**config.mk**
```make
export PLATFORM = sky130hd
export DESIGN_NAME = user_bitcount_accel
export DESIGN_NICKNAME = d
export VERILOG_FILES = /design/src/rtl/user_bitcount_accel.sv
export SDC_FILE = /design/constraint.sdc
export NUM_CORES = 1
export LEC_CHECK = 0
export BUFFER_PORTS_ARGS = -buffer_cell sky130_fd_sc_hd__buf_2
export CAP_MARGIN = 25
export CORE_UTILIZATION = 40
export CTS_BUF_LIST = sky130_fd_sc_hd__clkbuf_8
export DETAILED_ROUTE_END_ITERATION = 12
export SYNTH_ARGS = -nofsm -noshare
export SYNTH_HDL_FRONTEND = slang
export SYNTH_SLANG_ARGS = --single-unit
```
**constraint.sdc**
```tcl
create_clock -name clk_i -period 7.1 [get_ports clk_i]
set_input_delay 1.42 -clock clk_i [delete_from_list [all_inputs] [get_ports clk_i]]
set_output_delay 1.42 -clock clk_i [all_outputs]
set_load 0.1 [all_outputs]
```
**src/rtl/user_bitcount_accel.sv**
```systemverilog
// user_bitcount_accel: OBI subordinate with NumAcc popcount accumulators.
// An ADD write counts the ones of wdata BitsPerCycle bits per cycle while the
// port is held off (gnt low), then adds the count to the selected channel.
// Register map per channel (ch = addr[4 +: clog2(NumAcc)], reg = addr[3:2]):
//   0x0 CLEAR (W), 0x4 ADD (W), 0x8 VALUE (R), 0xC STATUS (R, bit0 = flag).
// Optional feature macro: USER_BITCOUNT_SAT_EN
//   defined   -> ADD saturates at 2^AccWidth-1 and sets the sticky channel flag
//   undefined -> ADD wraps modulo 2^AccWidth, no flag registers, STATUS reads 0

package obi_pkg;

  typedef struct packed {
    int unsigned AddrWidth;
    int unsigned DataWidth;
    int unsigned IdWidth;
  } obi_cfg_t;

  localparam obi_cfg_t ObiDefaultConfig = '{AddrWidth: 32, DataWidth: 32, IdWidth: 1};

  typedef struct packed {
    logic [31:0] addr;
    logic        we;
    logic [31:0] wdata;
    logic [0:0]  aid;
  } obi_default_a_chan_t;

  typedef struct packed {
    logic                req;
    obi_default_a_chan_t a;
  } obi_default_req_t;

  typedef struct packed {
    logic [31:0] rdata;
    logic [0:0]  rid;
    logic        err;
    logic        r_optional;
  } obi_default_r_chan_t;

  typedef struct packed {
    logic                gnt;
    logic                rvalid;
    obi_default_r_chan_t r;
  } obi_default_rsp_t;

endpackage

module user_bitcount_accel #(
  parameter obi_pkg::obi_cfg_t ObiCfg       = obi_pkg::ObiDefaultConfig,
  parameter type               obi_req_t    = obi_pkg::obi_default_req_t,
  parameter type               obi_rsp_t    = obi_pkg::obi_default_rsp_t,
  parameter int unsigned       NumAcc       = 4,
  parameter int unsigned       AccWidth     = 16,
  parameter int unsigned       BitsPerCycle = 8
) (
  input  logic     clk_i,
  input  logic     rst_ni,
  input  obi_req_t obi_req_i,
  output obi_rsp_t obi_rsp_o
);

  localparam int unsigned DataWidth = ObiCfg.DataWidth;
  localparam int unsigned IdWidth   = ObiCfg.IdWidth;
  localparam int unsigned NumChunks = DataWidth / BitsPerCycle;
  localparam int unsigned ChW       = (NumAcc > 1) ? $clog2(NumAcc) : 1;
  localparam int unsigned CntW      = (NumChunks > 1) ? $clog2(NumChunks) : 1;
  localparam int unsigned SumW      = $clog2(DataWidth + 1);

  typedef enum logic {
    IDLE,
    BUSY
  } state_e;

  // Ones count of one chunk, sized to hold a full-word count.
  function automatic logic [SumW-1:0] popcount_chunk(input logic [BitsPerCycle-1:0] bits);
    logic [SumW-1:0] cnt;
    cnt = '0;
    for (int i = 0; i < int'(BitsPerCycle); i++) begin
      cnt = cnt + SumW'(bits[i]);
    end
    return cnt;
  endfunction

  // ---------------------------------------------------------------------------
  // Request decode
  // ---------------------------------------------------------------------------
  state_e                 state_q;
  logic [1:0]             reg_sel;
  logic [ChW-1:0]         ch_sel;
  logic                   ch_valid;
  logic                   accept;
  logic                   is_add;
  logic                   is_clear;
  logic                   is_err;
  logic [DataWidth-1:0]   rd_data;

  logic [AccWidth-1:0]    acc_q [NumAcc];
`ifdef USER_BITCOUNT_SAT_EN
  logic                   flag_q [NumAcc];
`endif

  // High address bits are don't-care; fold the request into a sink.
  logic unused_req;
  assign unused_req = ^obi_req_i;

  assign reg_sel = obi_req_i.a.addr[3:2];

  if (NumAcc > 1) begin : g_ch_multi
    assign ch_sel = obi_req_i.a.addr[4 +: ChW];
  end else begin : g_ch_single
    assign ch_sel = '0;
  end

  // Widened compare so spare channel codes are caught for any NumAcc.
  assign ch_valid = ({1'b0, ch_sel} < (ChW + 1)'(NumAcc));

  assign accept   = obi_req_i.req && (state_q == IDLE);
  assign is_add   = obi_req_i.a.we && (reg_sel == 2'd1) && ch_valid;
  assign is_clear = obi_req_i.a.we && (reg_sel == 2'd0) && ch_valid;
  // Writes are legal only to CLEAR/ADD, reads only from VALUE/STATUS.
  assign is_err   = !ch_valid || (obi_req_i.a.we ? reg_sel[1] : !reg_sel[1]);

  // Read data for a VALUE/STATUS access, zero for everything else.
  always_comb begin
    // NOTE: default first so every path assigns rd_data and no latch is inferred.
    rd_data = '0;
    if (!obi_req_i.a.we && ch_valid) begin
      if (reg_sel == 2'd2) begin
        rd_data = DataWidth'(acc_q[ch_sel]);
      end
`ifdef USER_BITCOUNT_SAT_EN
      else if (reg_sel == 2'd3) begin
        rd_data = DataWidth'(flag_q[ch_sel]);
      end
`endif
    end
  end

  // ---------------------------------------------------------------------------
  // Multi-cycle popcount datapath
  // ---------------------------------------------------------------------------
  logic [DataWidth-1:0]                     wdata_q;
  logic [NumChunks-1:0][BitsPerCycle-1:0]   chunks;
  logic [ChW-1:0]                           ch_q;
  logic [CntW-1:0]                          k_q;
  logic [SumW-1:0]                          psum_q;
  logic [SumW-1:0]                          chunk_cnt;
  logic [SumW-1:0]                          sum_total;
  logic                                     last_chunk;
  logic                                     pre_last;
  logic [AccWidth-1:0]                      acc_next;
  logic                                     rvalid_q;
  logic                                     err_q;
  logic [DataWidth-1:0]                     rdata_q;
  logic [IdWidth-1:0]                       rid_q;

  assign chunks     = wdata_q;
  assign chunk_cnt  = popcount_chunk(chunks[k_q]);
  assign sum_total  = psum_q + chunk_cnt;
  assign last_chunk = (k_q == CntW'(NumChunks - 1));
  // rvalid is registered, so it is raised one edge ahead of the last chunk.
  assign pre_last   = (NumChunks > 1) && (k_q == CntW'(NumChunks - 2));

`ifdef USER_BITCOUNT_SAT_EN
  localparam int unsigned AccSumW = ((AccWidth > SumW) ? AccWidth : SumW) + 1;

  logic [AccSumW-1:0] acc_sum;
  logic               acc_ovf;

  assign acc_sum  = AccSumW'(acc_q[ch_q]) + AccSumW'(sum_total);
  assign acc_ovf  = |acc_sum[AccSumW-1:AccWidth];
  assign acc_next = acc_ovf ? '1 : acc_sum[AccWidth-1:0];
`else
  assign acc_next = acc_q[ch_q] + AccWidth'(sum_total);
`endif

  // Control FSM: grant/accept, chunk sequencing and the registered response.
  always_ff @(posedge clk_i or negedge rst_ni) begin
    if (!rst_ni) begin
      state_q  <= IDLE;
      wdata_q  <= '0;
      ch_q     <= '0;
      k_q      <= '0;
      psum_q   <= '0;
      rvalid_q <= 1'b0;
      err_q    <= 1'b0;
      rdata_q  <= '0;
      rid_q    <= '0;
    end else begin
      // NOTE: non-blocking throughout so every register samples pre-edge values.
      rvalid_q <= 1'b0;
      unique case (state_q)
        IDLE: begin
          if (accept) begin
            rid_q <= obi_req_i.a.aid;
            if (is_add) begin
              state_q  <= BUSY;
              wdata_q  <= obi_req_i.a.wdata;
              ch_q     <= ch_sel;
              k_q      <= '0;
              psum_q   <= '0;
              rvalid_q <= (NumChunks == 1);
              err_q    <= 1'b0;
              rdata_q  <= '0;
            end else begin
              rvalid_q <= 1'b1;
              err_q    <= is_err;
              rdata_q  <= rd_data;
            end
          end
        end
        BUSY: begin
          rvalid_q <= pre_last;
          if (last_chunk) begin
            state_q <= IDLE;
            k_q     <= '0;
            psum_q  <= '0;
          end else begin
            k_q    <= k_q + 1'b1;
            psum_q <= sum_total;
          end
        end
        default: state_q <= IDLE;
      endcase
    end
  end

  // Accumulator file: CLEAR on accept, ADD result on the final busy edge.
  always_ff @(posedge clk_i or negedge rst_ni) begin
    if (!rst_ni) begin
      // NOTE: reset clears every channel, so this array stays flops with reset, not a RAM.
      for (int i = 0; i < int'(NumAcc); i++) begin
        acc_q[i] <= '0;
      end
    end else if (accept && is_clear) begin
      acc_q[ch_sel] <= '0;
    end else if ((state_q == BUSY) && last_chunk) begin
      acc_q[ch_q] <= acc_next;
    end
  end

`ifdef USER_BITCOUNT_SAT_EN
  // Sticky overflow flags: set by a saturating ADD, cleared only by CLEAR.
  always_ff @(posedge clk_i or negedge rst_ni) begin
    if (!rst_ni) begin
      for (int i = 0; i < int'(NumAcc); i++) begin
        flag_q[i] <= 1'b0;
      end
    end else if (accept && is_clear) begin
      flag_q[ch_sel] <= 1'b0;
    end else if ((state_q == BUSY) && last_chunk && acc_ovf) begin
      flag_q[ch_q] <= 1'b1;
    end
  end
`endif

  // Response port: combinational grant, registered response channel.
  always_comb begin
    obi_rsp_o              = '0;
    obi_rsp_o.gnt          = accept;
    obi_rsp_o.rvalid       = rvalid_q;
    obi_rsp_o.r.rdata      = rdata_q;
    obi_rsp_o.r.rid        = rid_q;
    obi_rsp_o.r.err        = err_q;
    obi_rsp_o.r.r_optional = 1'b0;
  end

endmodule

```
==> After elaboration in Yosys (flattened, before gate mapping) <==
Index checks and enable logic that the tools add are counted.
{ "totals": {"register_bits": 142, "wordCells": 87, "output_inout_bits": 37, "input_bits": 69} }
{ "classes": {"bitwise": 5, "n_eq_ne": 6, "n_addsub": 10, "n_lt_le_gt_ge": 5, "reduce_logical": 13, "n_mux": 35} }
{ "op_table": {"columns": ["operator", "n"], "rows": [
  ["64-bit 2-to-1 mux", 2],
  ["16-bit 2-to-1 mux", 7],
  ["64-bit AND", 1],
  ["16-bit binary-select mux with 2-bit select", 2],
  ["64-bit bitwise mux", 1],
  ["16-bit demux with 2-bit select", 2],
  ["32-bit 2-to-1 mux", 2],
  ["64-bit inverter", 1],
  ["6-bit 2-to-1 mux", 3],
  ["16-bit by 6-bit adder with 16-bit output", 1],
  ["8-bit binary-select mux with 2-bit select", 1],
  ["6-bit by 1-bit adder with 6-bit output", 2],
  ["6-bit one-hot mux with 2 select lines", 1],
  ["8-bit 2-to-1 mux", 1],
  ["1-bit logical AND", 7],
  ["1-bit 2-to-1 mux", 7],
  ["5-bit by 1-bit adder with 6-bit output", 1],
  ["6-bit adder", 1],
  ["2-bit == test (second input constant)", 3],
  ["3-bit >= comparator (second input constant)", 2],
  ["3-bit by 1-bit less-than comparator with 1-bit output (second input constant)", 2],
  ["2-bit 2-to-1 mux", 3],
  ["2-bit inverter with 3-bit output", 2],
  ["4-bit by 1-bit adder with 5-bit output", 1],
  ["other kinds (15)", 18]
]} }

==> Longest topological paths before layout <==
Gate-level depths: netlist of the first run.
{ "depth": {"depth_word": 14, "depth_mapped": 22, "mapped_depth_nobuf": 21} }

==> Worst setup path after synthesis of the first run <==
No wires, ideal clock.
{ "synth_path": {"path_type": "register -> register", "from": "reg k_q[0]", "to": "reg acc_q[9] in the netlist's numbering", "synth_period_minus_slack_ns": 5.586, "path_stages_with_launch": 21, "slack_ns": 1.514, "arrival_time_ns": 5.453, "cell_sequence": "dfrtp_1 > buf_1 > mux4_2 > inv_1 > fa_1 > inv_1 > fa_1 > inv_1 > fa_1 > fa_1 > fa_1 > o21ai_0 > a21oi_1 > xnor2_1 > ha_1 > a21o_1 > a21o_1 > or2_2 > nand3_1 > xor2_1 > o21ai_0"} }
{ "synth_via": {"elab_chain_cells": 14, "elab_cells_between_ends": 17, "cone_classes": "add/sub (9); eq/ne (1); mux (5); reduce/logical (2)"} }
{ "synth_rtl": {"columns": ["item", "line_no", "source"], "rows": [
  ["start: declaration", "144", "logic [CntW-1:0] k_q;"],
  ["start signal: assignment", "218", "k_q <= k_q + 1'b1;"],
  ["8-bit binary-select mux with 2-bit select", "157", "assign chunk_cnt = popcount_chunk(chunks[k_q]);"],
  ["8-bit 2-to-1 mux (implied by the code)", "157", null],
  ["1-bit by 1-bit adder with 2-bit output", "78", "cnt = cnt + SumW'(bits[i]);"],
  ["2-bit by 1-bit adder with 3-bit output", "78", null],
  ["3-bit by 1-bit adder with 4-bit output", "78", null],
  ["4-bit by 1-bit adder with 5-bit output", "78", null],
  ["5-bit by 1-bit adder with 6-bit output", "78", null],
  ["6-bit by 1-bit adder with 6-bit output (2 in a row)", "78", null],
  ["6-bit adder", "158", "assign sum_total = psum_q + chunk_cnt;"],
  ["16-bit by 6-bit adder with 16-bit output", "173", "assign acc_next = acc_q[ch_q] + AccWidth'(sum_total);"],
  ["64-bit bitwise mux", "237", "acc_q[ch_q] <= acc_next;"],
  ["64-bit 2-to-1 mux", "236", "end else if ((state_q == BUSY) && last_chunk) begin"],
  ["64-bit 2-to-1 mux", "234", "end else if (accept && is_clear) begin"],
  ["end signal: indexed assignment", "237", null],
  ["end: declaration", "96", "logic [AccWidth-1:0] acc_q [NumAcc];"]
]} }
Several ways; a longest one is shown, not always the timed one. The select of a mux whose other input is x is not followed.
A chain may end at the register's enable or synchronous reset.

==> Worst setup path in the final report of the first run <==
Ends and elaborated chain as after synthesis.

==> metrics.txt, run 1 <==
width of the die 130 µm; Worst-Margin Slew 1.06 ns; Synth Cell Area 6560 µm²; PortBufs 60; H-tree lvl count 4; Routed Antenna Nets 0; wire length per cell 18.0 µm; dominant cell type by area after synthesis dfrtp_1; Post-synth top cells dfrtp_1 (126), nand2_1 (57), a22o_1 (43); CP cell instances mux4_2 > inv_1 > fa_1 > inv_1 > fa_1 > inv_1 > fa_1 > fa_1 > fa_1 > o21ai_0 > a21oi_1 > xnor2_1 > ha_1 > a21o_1 > a21o_1 > or2_2 > nand3_1 > xor2_1 > o21ai_0; Post-synth ARST share 100%; hold path depth 2; post-synthesis sequential area ratio 48.1%; drt pass-1 iters 5; Crit Reg-Reg Endpoint acc_q[9]$_DFFE_PN0P_; max cap viols 0; Worst path slowest cell mux4_2; fin. max-slew vios 0; reg2reg setup slack 1.29 ns; Yosys top cell area share 48.1%; Worst Path Buf+Inv 3; Iteration-0 DRC Markers 231; Hold Buf Count CTS 0; post-CTS setup buffer count 0; Area growth, synth to finish 13.0%; remaining global-route overflow 0; hold_sp psum_q[0]$_DFFE_PN0P_; via count 4305; final hold viol count 0; Crit. End Element register; minimum clock period 5.81 ns; CTS resizes 0; Crit path max-delay family adder cells; IO Count 106; flops & latches, synth 126; Ys Warns 0; initial antenna violation count 0; synth top area cells dfrtp_1 (48%), mux4_2 (13%), mux2_2 (6.0%); post-DP HPWL 9810 µm; CTS root buf clkbuf_8; clk_skew 0.0114 ns; Nets 664; relative slew slack 29.2%; Routability Congestion 0.817; WL final 14500 µm; # setup viols final 0; Place WS 1.29 ns; most numerous cell on the critical path fa_1; Longest Clk Path Bufs 2; # clock sinks 126; Avg Cell Area, Syn 12.7 µm²; CP Launch Type register; Worst EP arrival 6.11 ns; Chip Height 130 µm; fin crit share 81.8%; Via-to-Cell Ratio 5.35; fin worst setup slack 1.29 ns; Reg2Reg Depth 19; most common cell in the synthesized netlist dfrtp_1; Core Region 15900 µm²; RSZ-0062 raised after global routing no; Min Hold Slack 0.491 ns; first-pass GRT wire length 23800 µm; Fmax 172 MHz; hold endpoint psum_q[0]$_DFFE_PN0P_; CP Class reg2reg; Overall Global Routing Usage 19.1%; CTS tree done; area of the die 16900 µm²; clock-pin transition on the worst setup and hold timing paths 0.07 ns; WP data required 7.40 ns; EDFF count, synth 0; crit-path max FO 5; status complete, no violations; n_diodes 0; FF-to-FF Start k_q[0]$_DFFE_PN0P_; Synth Flop Type dfrtp_1; worst hold path type reg2reg; share of cells above drive strength 1 32.3%; setup TNS 0 ns; fin util 46.5%; Initial Util 41.1%; Yosys cell types 48; Worst-Skew Late Latency 0.44 ns; Rows 46; DR DRC count 0; Post-Syn Instances 518; CTS buffer count 17; crit-path max cell delay 0.54 ns; number of global-route vias before repair 4631; largest net degree at the start of global routing 65
-- stage by stage --
| stage | instance area, µm² | std cells |
|---|---|---|
| CTS | 7360 | 801 |
| global placement | 6940 | 769 |
| detailed placement | 6940 | 769 |
| floorplan | 6620 | 534 |
| finish | 7410 | 804 |
| global route | 7410 | 804 |
-- state kept, by name, indices dropped and copies added (netlist names) --
signal,count
state_q,1
psum_q,6
ch_q,2
rid_q,1
chunks,32
err_q,1
rdata_q,16
rvalid_q,1
acc_q,64
k_q,2
-- worst reg2reg max path: stages (launching register included) --
cell     delay [ns]
dfrtp_1        0.52
mux4_2         0.54
inv_1          0.11
fa_1           0.41
inv_1          0.09
fa_1           0.39
inv_1          0.09
fa_1           0.43
fa_1           0.48
fa_1           0.42
o21ai_0        0.21
a21oi_1        0.11
xnor2_1        0.27
ha_1           0.35
a21o_1         0.19
a21o_1         0.22
or2_2          0.33
nand3_1        0.10
xor2_1         0.26
o21ai_0        0.14
-- layer usage --
metal | track usage (%) | share of wire, %
met2 | 30.2 | 48
met3 | 5.86 | 6.1
met4 | 9.37 | 2.4
met1 | 23.9 | 43
met5 | 0 | 0
-- cells by family after synthesis --
family / Yosys count / share of synthesized area, %
DFF: 126 / 48.1
AOI/OAI and AO/OA: 117 / 12.3
and+or+nand+nor: 92 / 6.49
muxes: 75 / 19.8
buffers and inverters: 69 / 5.76
adders and majority gates: 20 / 4.50
xor gates and xnor gates: 18 / 2.98
other: 1 / 0.0572
-- cells in the final DEF (no fill, tap or decap), types with 4 or more instances in the layout --
cell type / instances
dfrtp_1: 126
buf_2: 59
nand2_1: 57
a22o_1: 43
mux4_2: 39
mux2_2: 35
o21ai_0: 34
inv_1: 23
clkbuf_8: 20
o21ai_1: 17
conb_1: 17
ha_1: 14
nor2_1: 10
buf_4: 8
a21oi_1: 7
xnor2_1: 7
a21o_1: 6
xor2_1: 6
fa_1: 6
xor2_2: 4
-- layout make-up --
| cell class | instances | area, µm² |
|---|---|---|
| clock buffers | 20 | 275 |
| clock inverters | 12 | 144 |
| fillers | 1452 | 8540 |
| inverters | 21 | 78.8 |
| multi-input cells | 339 | 3090 |
| flip-flops and latches | 126 | 3150 |
| well taps | 216 | 270 |
| repair buffers | 70 | 399 |
-- worst max path at each step --
stage | startpoint | endpoint | slack, ns | cells past startpoint
after global placement | k_q[0]$_DFFE_PN0P_ | acc_q[9]$_DFFE_PN0P_ | 1.41 | 19
after CTS | k_q[0]$_DFFE_PN0P_ | acc_q[9]$_DFFE_PN0P_ | 1.26 | 19
after floorplan | k_q[0]$_DFFE_PN0P_ | acc_q[9]$_DFFE_PN0P_ | 1.51 | 20
final | k_q[0]$_DFFE_PN0P_ | acc_q[9]$_DFFE_PN0P_ | 1.29 | 19
after detailed placement | k_q[0]$_DFFE_PN0P_ | acc_q[9]$_DFFE_PN0P_ | 1.29 | 19
after global routing | k_q[0]$_DFFE_PN0P_ | acc_q[9]$_DFFE_PN0P_ | 0.89 | 19
Power of run 1 is not shown: default switching activity piles up to over one toggle a cycle in this logic, so the estimate is an artifact.
==> run 2, diff against run 1 <==
ABC_AREA = 1   (was unset)
clock period = 5.3 ns   (was 7.1 ns; I/O delays follow)
==> metrics.txt, run 2 <==
Nets 966; Hold Buf Count CTS 0; initial antenna violation count 0; relative slew slack 42.4%; CTS root buf clkbuf_8; wire length per cell 16.6 µm; n_diodes 0; minimum clock period 5.04 ns; hold path depth 2; reg2reg setup slack 0.26 ns; remaining global-route overflow 0; post-synthesis sequential area ratio 46.3%; DP Area 7290 µm²; hold_sp rdata_q[7]$_DFFE_PN0P_; Overall Global Routing Usage 22.2%; via count 5706; Crit Reg-Reg Endpoint acc_q[9]$_DFFE_PN0P_; Reg2Reg Depth 24; CTS buffer count 17; CP Launch Type register; max cap viols 0; clk_skew 0.0113 ns; area of the die 17500 µm²; Worst-Skew Late Latency 0.45 ns; drt pass-1 iters 8; # setup viols final 0; H-tree lvl count 4; post-DP HPWL 12300 µm; most frequent cells in the layout nand2_1 (211), dfrtp_1 (125), inv_1 (105), o21ai_0 (60), buf_2 (59); IO Count 106; max FFs per register 64; worst hold path type reg2reg; Avg Cell Area, Syn 8.41 µm²; design area 7810 µm²; largest reg by FF count acc_q; synth top area cells dfrtp_1 (46%), nand2_1 (12%), inv_1 (5.8%); Post-Syn Instances 809; share of cells above drive strength 1 20.3%; Yosys top cell area share 46.3%; fin crit share 95.2%; Fmax 198 MHz; clock-pin transition on the worst setup and hold timing paths 0.08 ns; FF-to-FF Start k_q[0]$_DFFE_PN0P_; Routability Congestion 0.866; Worst-Margin Slew 0.863 ns; Chip Height 132 µm; WL final 18400 µm; first-pass GRT wire length 29700 µm; status complete, no violations; Rows 47; Ys Warns 0; CP Class reg2reg; Initial Util 41.0%; Synth Cell Area 6800 µm²; CTS tree done; PortBufs 60; Routed Antenna Nets 0; commonest non-fill, non-tap cell in the layout nand2_1; Post-synth top cells nand2_1 (212), dfrtp_1 (126), inv_1 (105); Synth Flop Type dfrtp_1; Area growth, synth to finish 14.7%; DR DRC count 0; Core Region 16600 µm²; number of global-route vias before repair 5547; Iteration-0 DRC Markers 416; Via-to-Cell Ratio 5.14; # clock sinks 126; largest net degree at the start of global routing 67; most common cell in the synthesized netlist nand2_1; Longest Clk Path Bufs 2; final hold viol count 0; dominant cell type by area after synthesis dfrtp_1; crit-path max FO 6; Worst EP arrival 5.41 ns; fillers 1661; width of the die 132 µm; WP data required 5.67 ns; hold endpoint rdata_q[7]$_DFFE_PN0P_; Yosys cell types 37; Crit. End Element register; fin. max-slew vios 0; flops & latches, synth 126; EDFF count, synth 0; Post-synth ARST share 100%
==> run 2: per-stage QoR <==
stage          cells  setup TNS [ns]  util (%)  setup WS (ns)  hold slack, ns
2_1_floorplan    825               0         -          0.169           0.449
3_5_place_dp    1074          -0.764      44.0        -0.0956           0.466
5_1_grt         1110          -0.448      47.1        -0.0495           0.507
6_report        1110               0      47.1          0.256           0.478
3_3_place_gp    1073          -0.153      43.8        -0.0329           0.462
4_1_cts         1108               0      46.5        0.00921           0.486
==> run 2: worst max-delay path by stage <==
stage	startpoint	end	slack, ns
4_1_cts	k_q[1]$_DFFE_PN0P_	acc_q[12]$_DFFE_PN0P_	0.009
6_report	k_q[0]$_DFFE_PN0P_	acc_q[9]$_DFFE_PN0P_	0.26
5_1_grt	k_q[0]$_DFFE_PN0P_	acc_q[61]$_DFFE_PN0P_	-0.05
3_3_place_gp	k_q[0]$_DFFE_PN0P_	acc_q[55]$_DFFE_PN0P_	-0.03
2_1_floorplan	k_q[0]$_DFFE_PN0P_	acc_q[23]$_DFFE_PN0P_	0.17
3_5_place_dp	k_q[0]$_DFFE_PN0P_	acc_q[12]$_DFFE_PN0P_	-0.1
==> run 2: layout make-up <==
class | instances | area, µm² | share of cell area [%]
clock inverters | 15 | 173 | 2.21
multi-input cells | 538 | 3060 | 39.2
well taps | 220 | 275 | 3.53
flip-flops and latches | 126 | 3150 | 40.4
inverters | 116 | 440 | 5.64
clock buffers | 17 | 234 | 3.00
repair buffers | 78 | 470 | 6.03
==> run 2: cells by family (layout without fill, tap and decap cells) <==
group,count (synthesis),count (layout),share of synthesized area (%)
adder cells (fa/ha/maj),20,20,4.34
AND/OR/NAND/NOR,293,294,18.9
AO/OA/AOI/OAI,183,183,16.0
buffers and inverters,162,226,10.8
multiplexers,13,13,2.15
flip-flops,126,126,46.3
XOR/XNOR,11,11,1.42
other,1,17,0.0551
==> run 2: worst max-delay path, stage by stage (launching register included) <==
cell     delay, ns
dfrtp_2       0.46
buf_4         0.17
a21oi_1       0.15
a21oi_1       0.07
fa_1          0.49
inv_1         0.06
fa_1          0.52
inv_1         0.05
fa_1          0.50
fa_2          0.41
fa_2          0.37
o21ai_2       0.16
xor2_1        0.20
inv_1         0.11
ha_4          0.29
nand2_1       0.05
inv_1         0.05
nand3_1       0.07
nand2_1       0.11
nand3_2       0.13
nand2_2       0.18
nand2_1       0.07
nand2_1       0.11
nand3_1       0.10
o21ai_1       0.09
==> run 2: metal layers <==
metal  part of all wire, %  track usage, %
met1                    49            31.3
met2                    46            34.4
met3                   3.8            3.87
met4                   1.4            7.92
met5                     0               0
==> run 2: repair_timing <==
item	in CTS	in global routing
pin swaps	0	7
setup endpoints to repair	22	41
cloned	0	1
buffers inserted	2	1
resized for setup	1	21
Power of run 2 is left out for the same reason.
==> run 3, diff against run 2 <==
CTS_BUF_LIST = sky130_fd_sc_hd__clkbuf_16   (was sky130_fd_sc_hd__clkbuf_8)
==> metrics.txt, run 3 (synthesis gave the netlist of run 2 again) <==
Hold Buf Count CTS 0; Chip Height 132 µm; Crit. End Element register; most frequent cells in the layout nand2_1 (211), dfrtp_1 (125), inv_1 (105), o21ai_0 (60), buf_2 (59); most numerous cell on the critical path inv_1; Routability Congestion 0.866; max FFs per register 64; CP Launch Type register; Longest Clk Path Bufs 2; clk_skew 0.00763 ns; drt pass-1 iters 7; Reg2Reg Depth 23; IO Count 106; cell depth of the worst setup path 23; hold path depth 2; Via-to-Cell Ratio 5.18; # clock sinks 126; width of the die 132 µm; placed insts 1074; initial antenna violation count 0; H-tree lvl count 4; Area growth, synth to finish 17.5%; GRT met2 Usage 34.8%; fillers 1639; wire length per cell 16.6 µm; largest reg by FF count acc_q; post-DP HPWL 12300 µm; Fmax 198 MHz; Rows 47; area of the multi-input gates 3050 µm²; Iteration-0 DRC Markers 394; Worst EP arrival 5.34 ns; Overall Global Routing Usage 22.4%; final hold viol count 0; status complete, no violations; largest net degree at the start of global routing 67; Reg area 3150 µm²; reg2reg setup slack 0.24 ns; number of global-route vias before repair 5582; CP Class reg2reg; Routed Antenna Nets 0; fin crit share 95.5%; clock-pin transition on the worst setup and hold timing paths 0.06 ns; CTS buffer count 17; minimum clock period 5.06 ns; area of the die 17500 µm²; GRT Max-Usage Layer met2; n_diodes 0; Core Region 16600 µm²; Worst-Skew Late Latency 0.42 ns; CTS tree done; worst hold path type reg2reg; PortBufs 60; CTS root buf clkbuf_16; Crit path max-delay family adder cells; share of cells above drive strength 1 20.2%; Worst path slowest cell fa_1; via count 5753; Initial Util 41.0%; # setup viols final 0; Worst-Margin Slew 0.851 ns; commonest non-fill, non-tap cell in the layout nand2_1; non-filler instance count after layout 1110; relative slew slack 43.1%; fin. max-slew vios 0; CP cell instances buf_4 > a21oi_1 > a21oi_1 > fa_1 > inv_1 > fa_1 > inv_1 > fa_1 > fa_2 > fa_2 > o21ai_2 > xor2_1 > inv_1 > ha_4 > nand2_1 > inv_1 > nand3_1 > nand2_1 > nand3_2 > nand2_4 > nand3_1 > nand3_1 > o21ai_1; first-pass GRT wire length 29800 µm; crit-path max cell delay 0.52 ns; Nets 966; remaining global-route overflow 0; WP data required 5.58 ns; crit-path max FO 6; WL final 18500 µm; DR DRC count 0; Worst Path Buf+Inv 5; routing usage on met1 31.4%; met3 GRT Util 3.75%; max cap viols 0
==> run 3: cell types whose count changed in the layout (fill, tap and decap cells not counted) <==
cell       delta
nand3_1       +1
clkbuf_16    +17
nand3_2       -1
clkbuf_8     -17
==> run 3: cell type report <==
cell class | instances | area share (%)
timing repair buffer | 78 | 5.89
multi-input combinational | 538 | 38.2
clock buffer | 17 | 5.32
clock inverter | 15 | 2.16
inverter | 116 | 5.51
sequential | 126 | 39.5
tap | 220 | 3.44
==> run 3: repair_timing <==
item | CTS | global route
resized for setup | 1 | 20
endpoints found under the setup margin | 20 | 42
buffers inserted | 2 | 1
cloned | 0 | 1
pin swaps | 0 | 8
==> run 3: worst paths after layout <==
| kind | from | to |
|---|---|---|
| worst max-delay path | k_q[0]$_DFFE_PN0P_ | acc_q[9]$_DFFE_PN0P_ |
| worst max register to register | k_q[0]$_DFFE_PN0P_ | acc_q[9]$_DFFE_PN0P_ |
| min in group asynchronous | rst_ni | rdata_q[12]$_DFFE_PN0P_ |
| worst min-delay path | rdata_q[7]$_DFFE_PN0P_ | rdata_q[7]$_DFFE_PN0P_ |
| worst min register to register | rdata_q[7]$_DFFE_PN0P_ | rdata_q[7]$_DFFE_PN0P_ |
| max in group asynchronous | rst_ni | psum_q[1]$_DFFE_PN0P_ |
==> run 3: metal layers <==
| layer | vias to the layer above | part of all wire (%) |
|---|---|---|
| li1 | 2778 | - |
| met1 | 2802 | 47 |
| met2 | 145 | 46 |
| met3 | 28 | 4.8 |
| met4 | 0 | 1.9 |
| met5 | - | 0 |
==> run 3: stage by stage <==
stage               cell area [µm²]  TNS [ns]  util, %  hold WS [ns]  setup slack, ns
finish                         7990         0     48.2         0.474            0.238
global route                   7990    -0.708     48.2         0.502          -0.0649
CTS                            7900         0     47.7         0.481           0.0145
detailed placement             7290    -0.764     44.0         0.466          -0.0956
global placement               7260    -0.153     43.8         0.462          -0.0329
floorplan                      6860         0        -         0.449            0.169
==> run 3: tightest hold or removal path: stages, from the launching register on <==
cell	delay [ns]
dfrtp_1	0.33
nand2_1	0.05
o21ai_0	0.06
Power of run 3 is left out for the same reason.
